**src/rtl/bouncing_box_pkg.sv**
```systemverilog
// Shared defaults, colour constants and colour-advance helper for the bouncing box generator.
package bouncing_box_pkg;

  localparam int DEF_H_ACTIVE = 640;
  localparam int DEF_V_ACTIVE = 480;
  localparam int DEF_BOX_SIZE = 32;
  localparam int DEF_STEP     = 2;

  localparam logic [2:0] COL_BLACK = 3'b000;
  localparam logic [2:0] COL_WHITE = 3'b111;
  localparam logic [2:0] COL_RESET = 3'b100;

  // Black is never a box colour, so 7 wraps straight to 1.
  function automatic logic [2:0] next_colour(input logic [2:0] c);
    return (c == 3'd7) ? 3'd1 : c + 3'd1;
  endfunction

endpackage

```
**src/rtl/bouncing_box_gen_axis.sv**
```systemverilog
// One axis of box motion: position, direction and edge bounce, advanced when update is high.
module box_axis_mover
  import bouncing_box_pkg::*;
#(
  parameter int LIMIT = DEF_H_ACTIVE,
  parameter int SIZE  = DEF_BOX_SIZE,
  parameter int STEP  = DEF_STEP
) (
  input  logic       clk,
  input  logic       rst_n,
  input  logic       update,
  output logic [9:0] pos,
  output logic       bounce
);

  localparam logic [10:0] MAX    = 11'(LIMIT - SIZE);
  localparam logic [10:0] STEP11 = 11'(STEP);

  logic        dir;
  logic [10:0] sum;
  logic        hit_hi;
  logic        hit_lo;

  assign sum    = {1'b0, pos} + STEP11;
  assign hit_hi = dir && (sum > MAX);
  assign hit_lo = !dir && ({1'b0, pos} < STEP11);
  assign bounce = hit_hi || hit_lo;

  always_ff @(posedge clk) begin
    if (!rst_n) begin
      pos <= 10'd0;
      dir <= 1'b1;
    end else if (update) begin
      if (hit_hi) begin
        pos <= MAX[9:0];
        dir <= 1'b0;
      end else if (hit_lo) begin
        pos <= 10'd0;
        dir <= 1'b1;
      end else if (dir) begin
        pos <= sum[9:0];
      end else begin
        pos <= pos - STEP11[9:0];
      end
    end
  end

endmodule

```
**src/rtl/bouncing_box_gen.sv**
```systemverilog
// Draws a bouncing solid box over black with a 2-stage pixel/sync pipeline.
// Optional white active-area border when BOUNCE_BORDER_EN is defined.
module bouncing_box_gen
  import bouncing_box_pkg::*;
#(
  parameter int H_ACTIVE = DEF_H_ACTIVE,
  parameter int V_ACTIVE = DEF_V_ACTIVE,
  parameter int BOX_SIZE = DEF_BOX_SIZE,
  parameter int STEP     = DEF_STEP
) (
  input  logic       clk,
  input  logic       rst_n,
  input  logic [9:0] CounterX,
  input  logic [9:0] CounterY,
  input  logic       inDisplayArea,
  input  logic       hsync_in,
  input  logic       vsync_in,
  input  logic       freeze,
  output logic [2:0] pixel,
  output logic       hsync_out,
  output logic       vsync_out,
  output logic       frame_tick
);

  logic [9:0]  box_x, box_y;
  logic        bounce_x, bounce_y;
  logic [2:0]  colour;
  logic        boundary, update;
  logic [10:0] x_end, y_end;
  logic        in_box;
  logic        hit_s1, de_s1, hs_s1, vs_s1;

  // Start of vertical blanking: new position is in place before the next visible line.
  assign boundary = (CounterY == 10'(V_ACTIVE)) && (CounterX == 10'd0);
  assign update   = boundary && !freeze;

  box_axis_mover #(.LIMIT(H_ACTIVE), .SIZE(BOX_SIZE), .STEP(STEP)) u_axis_x (
    .clk(clk), .rst_n(rst_n), .update(update), .pos(box_x), .bounce(bounce_x)
  );

  box_axis_mover #(.LIMIT(V_ACTIVE), .SIZE(BOX_SIZE), .STEP(STEP)) u_axis_y (
    .clk(clk), .rst_n(rst_n), .update(update), .pos(box_y), .bounce(bounce_y)
  );

  always_ff @(posedge clk) begin
    if (!rst_n) begin
      colour     <= COL_RESET;
      frame_tick <= 1'b0;
    end else begin
      frame_tick <= update;
      if (update && (bounce_x || bounce_y))
        colour <= next_colour(colour);
    end
  end

  assign x_end  = {1'b0, box_x} + 11'(BOX_SIZE);
  assign y_end  = {1'b0, box_y} + 11'(BOX_SIZE);
  assign in_box = (CounterX >= box_x) && ({1'b0, CounterX} < x_end) &&
                  (CounterY >= box_y) && ({1'b0, CounterY} < y_end);

  always_ff @(posedge clk) begin
    if (!rst_n) begin
      hit_s1 <= 1'b0;
      de_s1  <= 1'b0;
      hs_s1  <= 1'b1;
      vs_s1  <= 1'b1;
    end else begin
      hit_s1 <= in_box;
      de_s1  <= inDisplayArea;
      hs_s1  <= hsync_in;
      vs_s1  <= vsync_in;
    end
  end

`ifdef BOUNCE_BORDER_EN
  logic border_s1;

  always_ff @(posedge clk) begin
    if (!rst_n)
      border_s1 <= 1'b0;
    else
      border_s1 <= (CounterX == 10'd0) || (CounterX == 10'(H_ACTIVE - 1)) ||
                   (CounterY == 10'd0) || (CounterY == 10'(V_ACTIVE - 1));
  end

  always_ff @(posedge clk) begin
    if (!rst_n) begin
      pixel     <= COL_BLACK;
      hsync_out <= 1'b1;
      vsync_out <= 1'b1;
    end else begin
      hsync_out <= hs_s1;
      vsync_out <= vs_s1;
      if (!de_s1)
        pixel <= COL_BLACK;
      else if (border_s1)
        pixel <= COL_WHITE;
      else if (hit_s1)
        pixel <= colour;
      else
        pixel <= COL_BLACK;
    end
  end
`else
  always_ff @(posedge clk) begin
    if (!rst_n) begin
      pixel     <= COL_BLACK;
      hsync_out <= 1'b1;
      vsync_out <= 1'b1;
    end else begin
      hsync_out <= hs_s1;
      vsync_out <= vs_s1;
      pixel     <= (de_s1 && hit_s1) ? colour : COL_BLACK;
    end
  end
`endif

endmodule

```
**config.mk**
```make
export PLATFORM = sky130hd
export DESIGN_NAME = bouncing_box_gen
export DESIGN_NICKNAME = d
export VERILOG_FILES = /design/src/rtl/bouncing_box_pkg.sv /design/src/rtl/bouncing_box_gen_axis.sv /design/src/rtl/bouncing_box_gen.sv
export SDC_FILE = /design/constraint.sdc
export NUM_CORES = 1
export LEC_CHECK = 0
export ABC_AREA = 0
export CORE_ASPECT_RATIO = 1.4
export CORE_MARGIN = 2
export CORE_UTILIZATION = 30
export CTS_CLUSTER_DIAMETER = 150
export DETAILED_ROUTE_END_ITERATION = 6
export PLACE_DENSITY = 0.47
export SYNTH_ARGS = -nofsm -noshare
export SYNTH_HDL_FRONTEND = slang
export SYNTH_SLANG_ARGS = --single-unit
```
**constraint.sdc**
```tcl
create_clock -name clk -period 2.5 [get_ports clk]
set_input_delay 0.375 -clock clk [delete_from_list [all_inputs] [get_ports clk]]
set_output_delay 0.375 -clock clk [all_outputs]
set_load 0.02 [all_outputs]
```
Word-level counts from Yosys, hierarchy flattened
Index checks and enable logic that the tools add are counted.
{ "word_totals": {"ff_bits": 35, "in_bits": 26, "out_inout_bits": 6, "word_cells": 64} }
{ "op_classes": {"add_sub_neg": 7, "magnitude_cmp": 8, "eq_ne": 2, "muxes": 11, "reduce_logical": 23} }
{ "op_table": {"columns": ["op", "n"], "rows": [
  ["$mux 10", 6],
  ["$add 10x2->11 const B", 2],
  ["$add 10x6->11 const B", 2],
  ["$lt 10x11->1", 2],
  ["$ge 10x10->1", 2],
  ["$lt 10x2->1 const B", 2],
  ["$sub 10x2->10 const B", 2],
  ["$gt 11x10->1 const B", 1],
  ["$gt 11x9->1 const B", 1],
  ["$logic_and 1x1->1", 11],
  ["$eq 10x9->1 const B", 1],
  ["$logic_not 10->1", 1],
  ["$reduce_and 2->1", 3],
  ["$mux 1", 4],
  ["$reduce_bool 2->1", 2],
  ["$add 3x1->3 const B", 1],
  ["$eq 3x3->1 const B", 1],
  ["$logic_not 1->1", 3],
  ["$logic_or 1x1->1", 3],
  ["$mux 3", 1]
]} }

Longest topological paths before layout
Gate-level depths: netlist of run 1.
{ "depth": {"word_depth": 6, "ltp_mapped": 10, "depth_no_buf": 9} }

By module
From an unflattened synthesis of run 1, not the netlist that was laid out.
{ "hier_totals": {"hier_cells": 395, "area_unflattened_um2": 3209.3} }
{ "by_module_without_submodules": {"columns": ["module", "instances", "cells_each", "area_each_um2", "seq_area_each_um2"], "rows": [
  ["bouncing_box_gen", 1, 159, 1376.3, 260.2],
  ["box_axis_mover at u_axis_x", 1, 127, 929.6, 200.2],
  ["box_axis_mover at u_axis_y", 1, 109, 903.4, 200.2]
]} }

Least setup slack after synthesis of run 1
OpenSTA, ideal clock, no wires.
{ "synth_timing": {"path_type": "register -> register", "from": "reg u_axis_y.pos[1]", "to": "reg u_axis_y.pos[3]", "setup_time_ps": 58, "t_arrival_ps": 2207, "setup_slack_ps": 235, "path_stages_with_launch": 9, "synth_period_minus_slack_ps": 2265, "cell_sequence": "dfxtp_1 > inv_1 > ha_1 > or3_1 > o2111ai_1 > o32a_1 > nand4_1 > o211ai_1 > o21a_1"} }
{ "synth_between": {"elab_chain_len": 4, "word_cells_on_any_way": 9, "cone_classes": "add/sub (2); order compare (2); mux (3); reduce/logical (2)"} }
{ "synth_rtl": {"columns": ["element", "line_no", "source"], "rows": [
  ["from (decl)", "bouncing_box_gen_axis.sv:12", "output logic [9:0] pos,"],
  ["from (signal assigned)", "bouncing_box_gen_axis.sv:35", "pos <= MAX[9:0];"],
  ["from (signal assigned)", "bouncing_box_gen_axis.sv:41", "pos <= sum[9:0];"],
  ["from (signal assigned)", "bouncing_box_gen_axis.sv:43", "pos <= pos - STEP11[9:0];"],
  ["$add 10x2->11 (tied with other cells)", "bouncing_box_gen_axis.sv:24", "assign sum = {1'b0, pos} + STEP11;"],
  ["$gt 11x9->1 (tied with other cells)", "bouncing_box_gen_axis.sv:25", "assign hit_hi = dir && (sum > MAX);"],
  ["$logic_and 1x1->1 or $mux 10 (tied branches)", "bouncing_box_gen_axis.sv:25, bouncing_box_gen_axis.sv:37", null],
  ["$mux 10 (*)", "bouncing_box_gen_axis.sv:34", "if (hit_hi) begin"]
]} }
Every way passes the cells marked *; elsewhere a longest branch is shown, timed or not.
A chain may end at the register's enable or synchronous reset.

Final worst setup path of run 1
{ "layout_timing": {"from": "reg u_axis_y.pos[2]", "to": "reg u_axis_y.pos[4]"} }
The elaborated chain is that of the path after synthesis.

==> results.md, run 1 <==
- Max-slew headroom: between 60% and 70%
- CTS sink count: 33
- Antenna violations before repair: 0
- Finish-stage setup viols: 0
- Yosys reg bits: 33
- TritonRoute pass-1 iters: 6
- 1st-iter DRT viols: between 60 and 70
- Worst-path cell with the longest stage delay: o32a_1
- Unrepaired setup endpoints after global routing: no
- Crit-path max cell delay: between 400 and 500 ps
- Gpl congestion: between 0.8 and 0.9
- Most numerous cell on the critical path: o21ai_0
- Cell variety after synth: 59
- CTS tree: yes
- P_leak: around 1.4 nW
- GR Overflow Total: 0
- Final hold vios: 0
- Synth top area share: around a quarter
- Vias: ~2,800
- CP top delay family: compound AO/OA/AOI/OAI gates
- Final hold slack: between 400 and 500 ps
- # Post-CTS Setup Buffers: 0
- Clk_lat worst skew: around 280 ps
- Worst setup EP type: flop
- Largest net degree at the start of global routing: 19
- Post-route setup slack: about 180 ps
- Power per cell area: between 300 and 400 nW/µm²
- Share of post-route cells with drive strength above 1: a little over an eighth
- Fill cells: 927
- Antenna Nets Post-Route: 0
- Initial Util: a little under a third
- DP Wirelength: between 6000 and 7000 µm
- Ports: 32
- Status: complete, no violations
- Critical path class: flop to flop
- Nets@finish: 472
- GRT Util Overall: about 16%
- Rows: between 40 and 50
- Worst Path Arrival: between 2000 and 2500 ps
- Finished Core Util: between 30% and 40%
- Num CTS Buffers: 5
- Final setup TNS: 0 ps
- Chip Width: around 86 µm
- F_max: roughly 0.43 GHz
- Clock-pin slew on the worst setup and hold paths: 60 ps
- Clock tree buffer depth: 2
- CP startpoint kind: flop
- Mapped Nets: ~420
- Worst-path maximum fanout: 9
- Top FF cell, synth: dfxtp_1
- Die Footprint: around 10,000 µm²
- Worst path cell trace: inv_1 -> ha_1 -> and4b_1 -> o21ai_0 -> o2111ai_2 -> o32a_1 -> nand4_1 -> buf_4 -> o21ai_0 -> a21o_1
- DRC viols: 0
- CORE AREA: approximately 9000 µm²
- Die height: between 100 and 150 µm
- Synthesis Warnings: 0
- WP data required: about 2700 ps
- Worst Clk Skew: approximately 5.4 ps
- Post-synth EDFFs: 0
- Worst path bufs/invs: 2
- Multi-input logic area: 1950 µm²
- Global-route wire length before repair: between 10,000 and 15,000 µm
- Antenna cells: 0
- Yosys top cell by area: dfxtp_1
- Dpl ws: -268 ps
- Post-Syn Area: around 2800 µm²
- Avg Inst Size Synth: approximately 8 µm²
- Top post-synthesis cells by area: dfxtp_1, ha_1, o21ai_0
- Worst hold path class: flop to flop
- IO buf count: 31
- Vias in the first global route: about 2,900
- Fin. max-slew vios: 0
- Max Cap Viol: 0
- Final worst-path cycle share: around 93%
- Worst ir drop on vdd: 0.344 mV
- Root buffer cell: clkbuf_16
- Sequential cell area: approximately 660 µm²
- Cells after Synth: ~360
- Routed WL per cell: between 15 and 20 µm
- Post-synthesis async set-or-reset flop share: 0%
- Drt total wl: 7860 µm
- CTS HTree Levels: 2
- Worst-Margin Slew: about 520 ps
- Tot Pwr: approximately 0.0013 W
- Share of the yosys chip area belonging to registers: between 20% and 30%
- Min cycle time layout: approximately 2300 ps
- Synth-to-layout area growth: 27.2%
- Vias per cell: roughly 5.4
==> cell usage after synthesis, types with 6 or more instances <==
cell / n
a21oi_1: 22
a31oi_1: 6
and2_1: 7
clkbuf_1: 12
dfxtp_1: 33
ha_1: 38
inv_1: 26
nand2_1: 29
nand3_1: 15
nand4_1: 13
nor2_1: 13
nor3_1: 14
o21ai_0: 25
xnor2_1: 11
==> layout make-up <==
class | instances | share of cell area [%]
clock buffers | 5 | 3.51
flip-flops and latches | 33 | 18.6
clock inverters | 3 | 0.491
inverters | 28 | 2.95
repair buffers | 62 | 15.9
well taps | 107 | 3.76
multi-input cells | 278 | 54.7
==> worst paths after layout <==
check	from	end	slack [ps]	depth (start not counted)
max	u_axis_y.pos[2]$_SDFFE_PN0P_	u_axis_y.pos[4]$_SDFFE_PN0P_	180	10
min	vs_s1$_SDFF_PN1_	vsync_out$_SDFF_PN1_	400	1
max reg2reg	u_axis_y.pos[2]$_SDFFE_PN0P_	u_axis_y.pos[4]$_SDFFE_PN0P_	180	10
min reg2reg	vs_s1$_SDFF_PN1_	vsync_out$_SDFF_PN1_	400	1
==> sequential cells by signal, summed over array words and instances, names as in the netlist <==
signal / cells
colour: 3
de_s1: 1
frame_tick: 1
hit_s1: 1
hs_s1: 1
hsync_out: 1
pixel: 3
u_axis_x.dir: 1
u_axis_x.pos: 9
u_axis_y.dir: 1
u_axis_y.pos: 9
vs_s1: 1
vsync_out: 1
==> stage by stage <==
| stage | cells | instance area [µm²] |
|---|---|---|
| after floorplan | 358 | 2800 |
| after global placement | 508 | 3410 |
| after detailed placement | 508 | 3410 |
| after CTS | 516 | 3550 |
| after global routing | 516 | 3560 |
| final | 516 | 3560 |
==> where the power goes <==
group / switching [W] / total, W / internal [W] / leakage [nW]
clock: 0.000233 / 0.000598 / 0.000365 / 0.0696
combinational: 0.0000816 / 0.000176 / 0.0000940 / 1.04
sequential: 0.0000107 / 0.000546 / 0.000535 / 0.269
==> layout by cell type, fill, tap and decap left out, drive strengths merged, types with 4 or more instances in the layout <==
| cell | instances |
|---|---|
| ha | 38 |
| dfxtp | 33 |
| clkdlybuf4s50 | 31 |
| buf | 31 |
| nand2 | 29 |
| inv | 27 |
| o21ai | 25 |
| a21oi | 22 |
| nand3 | 15 |
| nor3 | 15 |
| nand4 | 14 |
| nor2 | 13 |
| xnor2 | 11 |
| and2 | 9 |
| a31oi | 6 |
| or3 | 6 |
| nor4 | 6 |
| and3 | 5 |
| o31ai | 5 |
| o211ai | 5 |
| nand2b | 5 |
| clkbuf | 5 |
| nor2b | 4 |
| a211oi | 4 |
| o21a | 4 |
| a21o | 4 |
==> layer usage <==
layer  track usage (%)  wire length [µm]  up-vias
met4              6.55               299        0
met5                 0                 0        -
met3              3.14               214       24
met2              30.4              4200       61
li1                  -                 -     1420
met1              17.5              3150     1275
==> repair_timing <==
action                                  4_1_cts  5_1_grt
endpoints found under the setup margin        1        2
resized for setup                             1        4
pin swaps                                     0        1
hold buffers                                  0        0
==> cells by family (layout without fill, tap and decap cells) <==
| kind of cell | Yosys count | in the layout | share of synthesized area [%] |
|---|---|---|---|
| mux | 1 | 1 | 0.357 |
| flops | 33 | 33 | 23.6 |
| xor+xnor | 12 | 12 | 3.75 |
| buf+inv | 47 | 98 | 7.23 |
| simple gates | 129 | 129 | 25.1 |
| compound gates | 98 | 98 | 23.0 |
| fa+ha+maj | 38 | 38 | 17.0 |
Power figures use the tool's default switching activity.
==> inputs of run 2 (changes only) <==
Settings changed: HOLD_SLACK_MARGIN from default to 0.1.
==> results of run 2 <==
No change in the layout: final DEF, timing and power equal those of run 1.
==> inputs of run 3 (changes only) <==
Settings changed: HOLD_SLACK_MARGIN 0.1 to default.
Clock period 2.5 ns to 2.41 ns, I/O delays scaled along.
==> results.md, run 3 (synthesized netlist as in run 1, its figures left out) <==
- Commonest non-fill, non-tap cell in the layout: buf_4
- Max Cap Viol: 0 (unchanged)
- Critical Path Start: u_axis_y.pos[1]$_SDFFE_PN0P_
- Global-route wire length before repair: 13,700 µm (+2.2%)
- DRC viols: 0 (unchanged)
- Root buffer cell: clkbuf_16
- Worst Path Arrival: 2400 ps (-90 ps)
- Reg-to-reg critical path endpoint: colour[0]$_SDFFE_PN0P_
- Min cycle time layout: 2230 ps (-93.0 ps)
- IO buf count: 31 (unchanged)
- CTS HTree Levels: 2 (unchanged)
- Status: complete, no violations
- CTS sink count: 33 (unchanged)
- Fill cells: 962 (+3.8%)
- Clk_lat worst skew: 280 ps (about the same)
- Fin. max-slew vios: 0 (unchanged)
- Antenna Nets Post-Route: 0 (unchanged)
- Top flop regs: u_axis_x.pos: 9 flops, u_axis_y.pos: 9 flops
- Die Footprint: 10,100 µm² (unchanged)
- Worst-Margin Slew: 548 ps (+25.0 ps)
- Largest net degree at the start of global routing: 24 (+5)
- Ports: 32 (unchanged)
- Share of post-route cells with drive strength above 1: 15.2% (+1.8 points)
- GR Overflow Total: 0 (unchanged)
- Final worst-path cycle share: 92.4% (-0.39 points)
- Critical path class: flop to flop
- Dpl cells: 518 (+2.0%)
- Routed WL per cell: 15.1 µm (-0.93%)
- R2R Setup Slk: 180 ps (about the same)
- Synth-to-layout area growth: 28.9%
- Num CTS Buffers: 5 (unchanged)
- Multi-input logic area: 1940 µm² (-0.39%)
- GRT Util Overall: 16.8% (+0.48 points)
- Chip Width: 85.7 µm (unchanged)
- F_max: 0.449 GHz (+4.2%)
- CORE AREA: 9030 µm² (unchanged)
- Unrepaired setup endpoints after global routing: no
- Gpl congestion: 0.854 (+2.4%)
- Final setup TNS: 0 ps (unchanged)
- Worst Clk Skew: 4.75 ps (-0.641 ps)
- WP data required: 2580 ps (-90 ps)
- Die height: 118 µm (unchanged)
- Rows: 41 (unchanged)
- Clock tree buffer depth: 2 (unchanged)
- Worst-path maximum fanout: 3 (-6)
- CTS tree: yes
- Worst hold path class: flop to flop
- DP Wirelength: 6390 µm (-0.93%)
- Placed cell area: 3460 µm² (+1.5%)
- Most frequent cells in the layout: buf_4, ha_1, dfxtp_1, clkdlybuf4s50_1, nand2_1
- Vias per cell: 5.48 (+1.8%)
- P_leak: 1.41 nW (+2.4%)
- Antenna violations before repair: 0 (unchanged)
- Antenna cells: 0 (unchanged)
- Reg-to-reg startpoint: u_axis_y.pos[1]$_SDFFE_PN0P_
- Worst setup EP type: flop
- Clock-pin slew on the worst setup and hold paths: 50 ps (about the same)
- Worst ir drop on vdd: 0.253 mV (-26%)
- Initial Util: 31.0% (unchanged)
- TritonRoute pass-1 iters: 4 (-2)
- Final hold vios: 0 (unchanged)
- Vias in the first global route: 2,910 (+1.6%)
- Sequential cell area: 662 µm² (-0.38%)
- Vias: 2,890 (+4.0%)
- Drt total wl: 7950 µm (+1.2%)
- Cell count of the worst reg-to-reg path: 9 (-1)
- Nets@finish: 483 (+2.3%)
- Design area: 3610 µm² (+1.3%)
- Finish-stage setup viols: 0 (unchanged)
- 1st-iter DRT viols: 94 (+49%)
- Finished Core Util: 40.0% (+0.53 points)
- Worst Setup EP: colour[0]$_SDFFE_PN0P_
- Power per cell area: 381 nW/µm² (+3.0%)
- Non-Filler Instances: 527 (+2.1%)
- CP startpoint kind: flop
- Hold_buf cts: 0 (unchanged)
- Max-slew headroom: 63.1% (-1.7 points)
-- run 3: cell types whose count changed in the layout (fill, tap and decap cells not counted) --
cell and change:
buf_4 +13, buf_12 -2, dfxtp_1 +2, dfxtp_2 -2, ha_1 -2, ha_2 +2
nor4_1 +1, nor4_2 -1, o2111ai_1 +1, o2111ai_2 -1, o21ai_0 -1, o21ai_1 +1
-- run 3: worst max-delay path: stages (launching register included) --
cell       delay [ps]
dfxtp_1           350
inv_1              60
ha_1              330
or3_1             360
o2111ai_1         230
o32a_1            210
buf_4             130
and2_1            180
a21boi_2           80
o211a_1           200
-- run 3: where the power goes --
group | switching, W | total (W) | internal (W)
logic | 0.0000835 | 0.000187 | 0.000103
registers | 0.0000128 | 0.000568 | 0.000555
clock network | 0.000244 | 0.000623 | 0.000378
total | 0.000341 | 0.00138 | 0.00104
-- run 3: area by class of cell --
class / instances / share of cell area, %
clock inverter: 3 / 0.485
multi-input combinational: 278 / 53.8
tap: 107 / 3.71
clock buffer: 5 / 3.46
sequential: 33 / 18.3
inverter: 28 / 2.91
timing repair buffer: 73 / 17.3
-- run 3: through the flow --
| step | setup slack [ps] | hold WS, ps | total power (W) |
|---|---|---|---|
| 5_1_grt | 9.82 | 431 | 0.00146 |
| 6_report | 182 | 402 | 0.00138 |
| 3_5_place_dp | -78.8 | 391 | 0.000766 |
| 3_3_place_gp | -65.6 | 393 | 0.000763 |
| 2_1_floorplan | 145 | 386 | 0.000674 |
| 4_1_cts | 95.8 | 404 | 0.00140 |
-- run 3: timing repair --
item                                    in CTS  in global routing
resized for setup                            0                  4
endpoints found under the setup margin       0                 11
setup buffers                                0                  1
-- run 3: worst min-delay path by stage --
stage | end | cells after the start | from
final | vsync_out$_SDFF_PN1_ | 1 | vs_s1$_SDFF_PN1_
after global routing | vsync_out$_SDFF_PN1_ | 1 | vs_s1$_SDFF_PN1_
after CTS | vsync_out$_SDFF_PN1_ | 1 | vs_s1$_SDFF_PN1_
after detailed placement | vsync_out$_SDFF_PN1_ | 1 | vs_s1$_SDFF_PN1_
after global placement | hsync_out$_SDFF_PN1_ | 1 | hs_s1$_SDFF_PN1_
after floorplan | hsync_out$_SDFF_PN1_ | 1 | hs_s1$_SDFF_PN1_
-- run 3: per-layer routing --
layer	GRT usage [%]	vias up	wire, µm
met1	18.1	1379	3230
li1	-	1439	-
met5	0	-	0
met2	31.1	57	4320
met4	6.75	0	210
met3	3.35	15	195
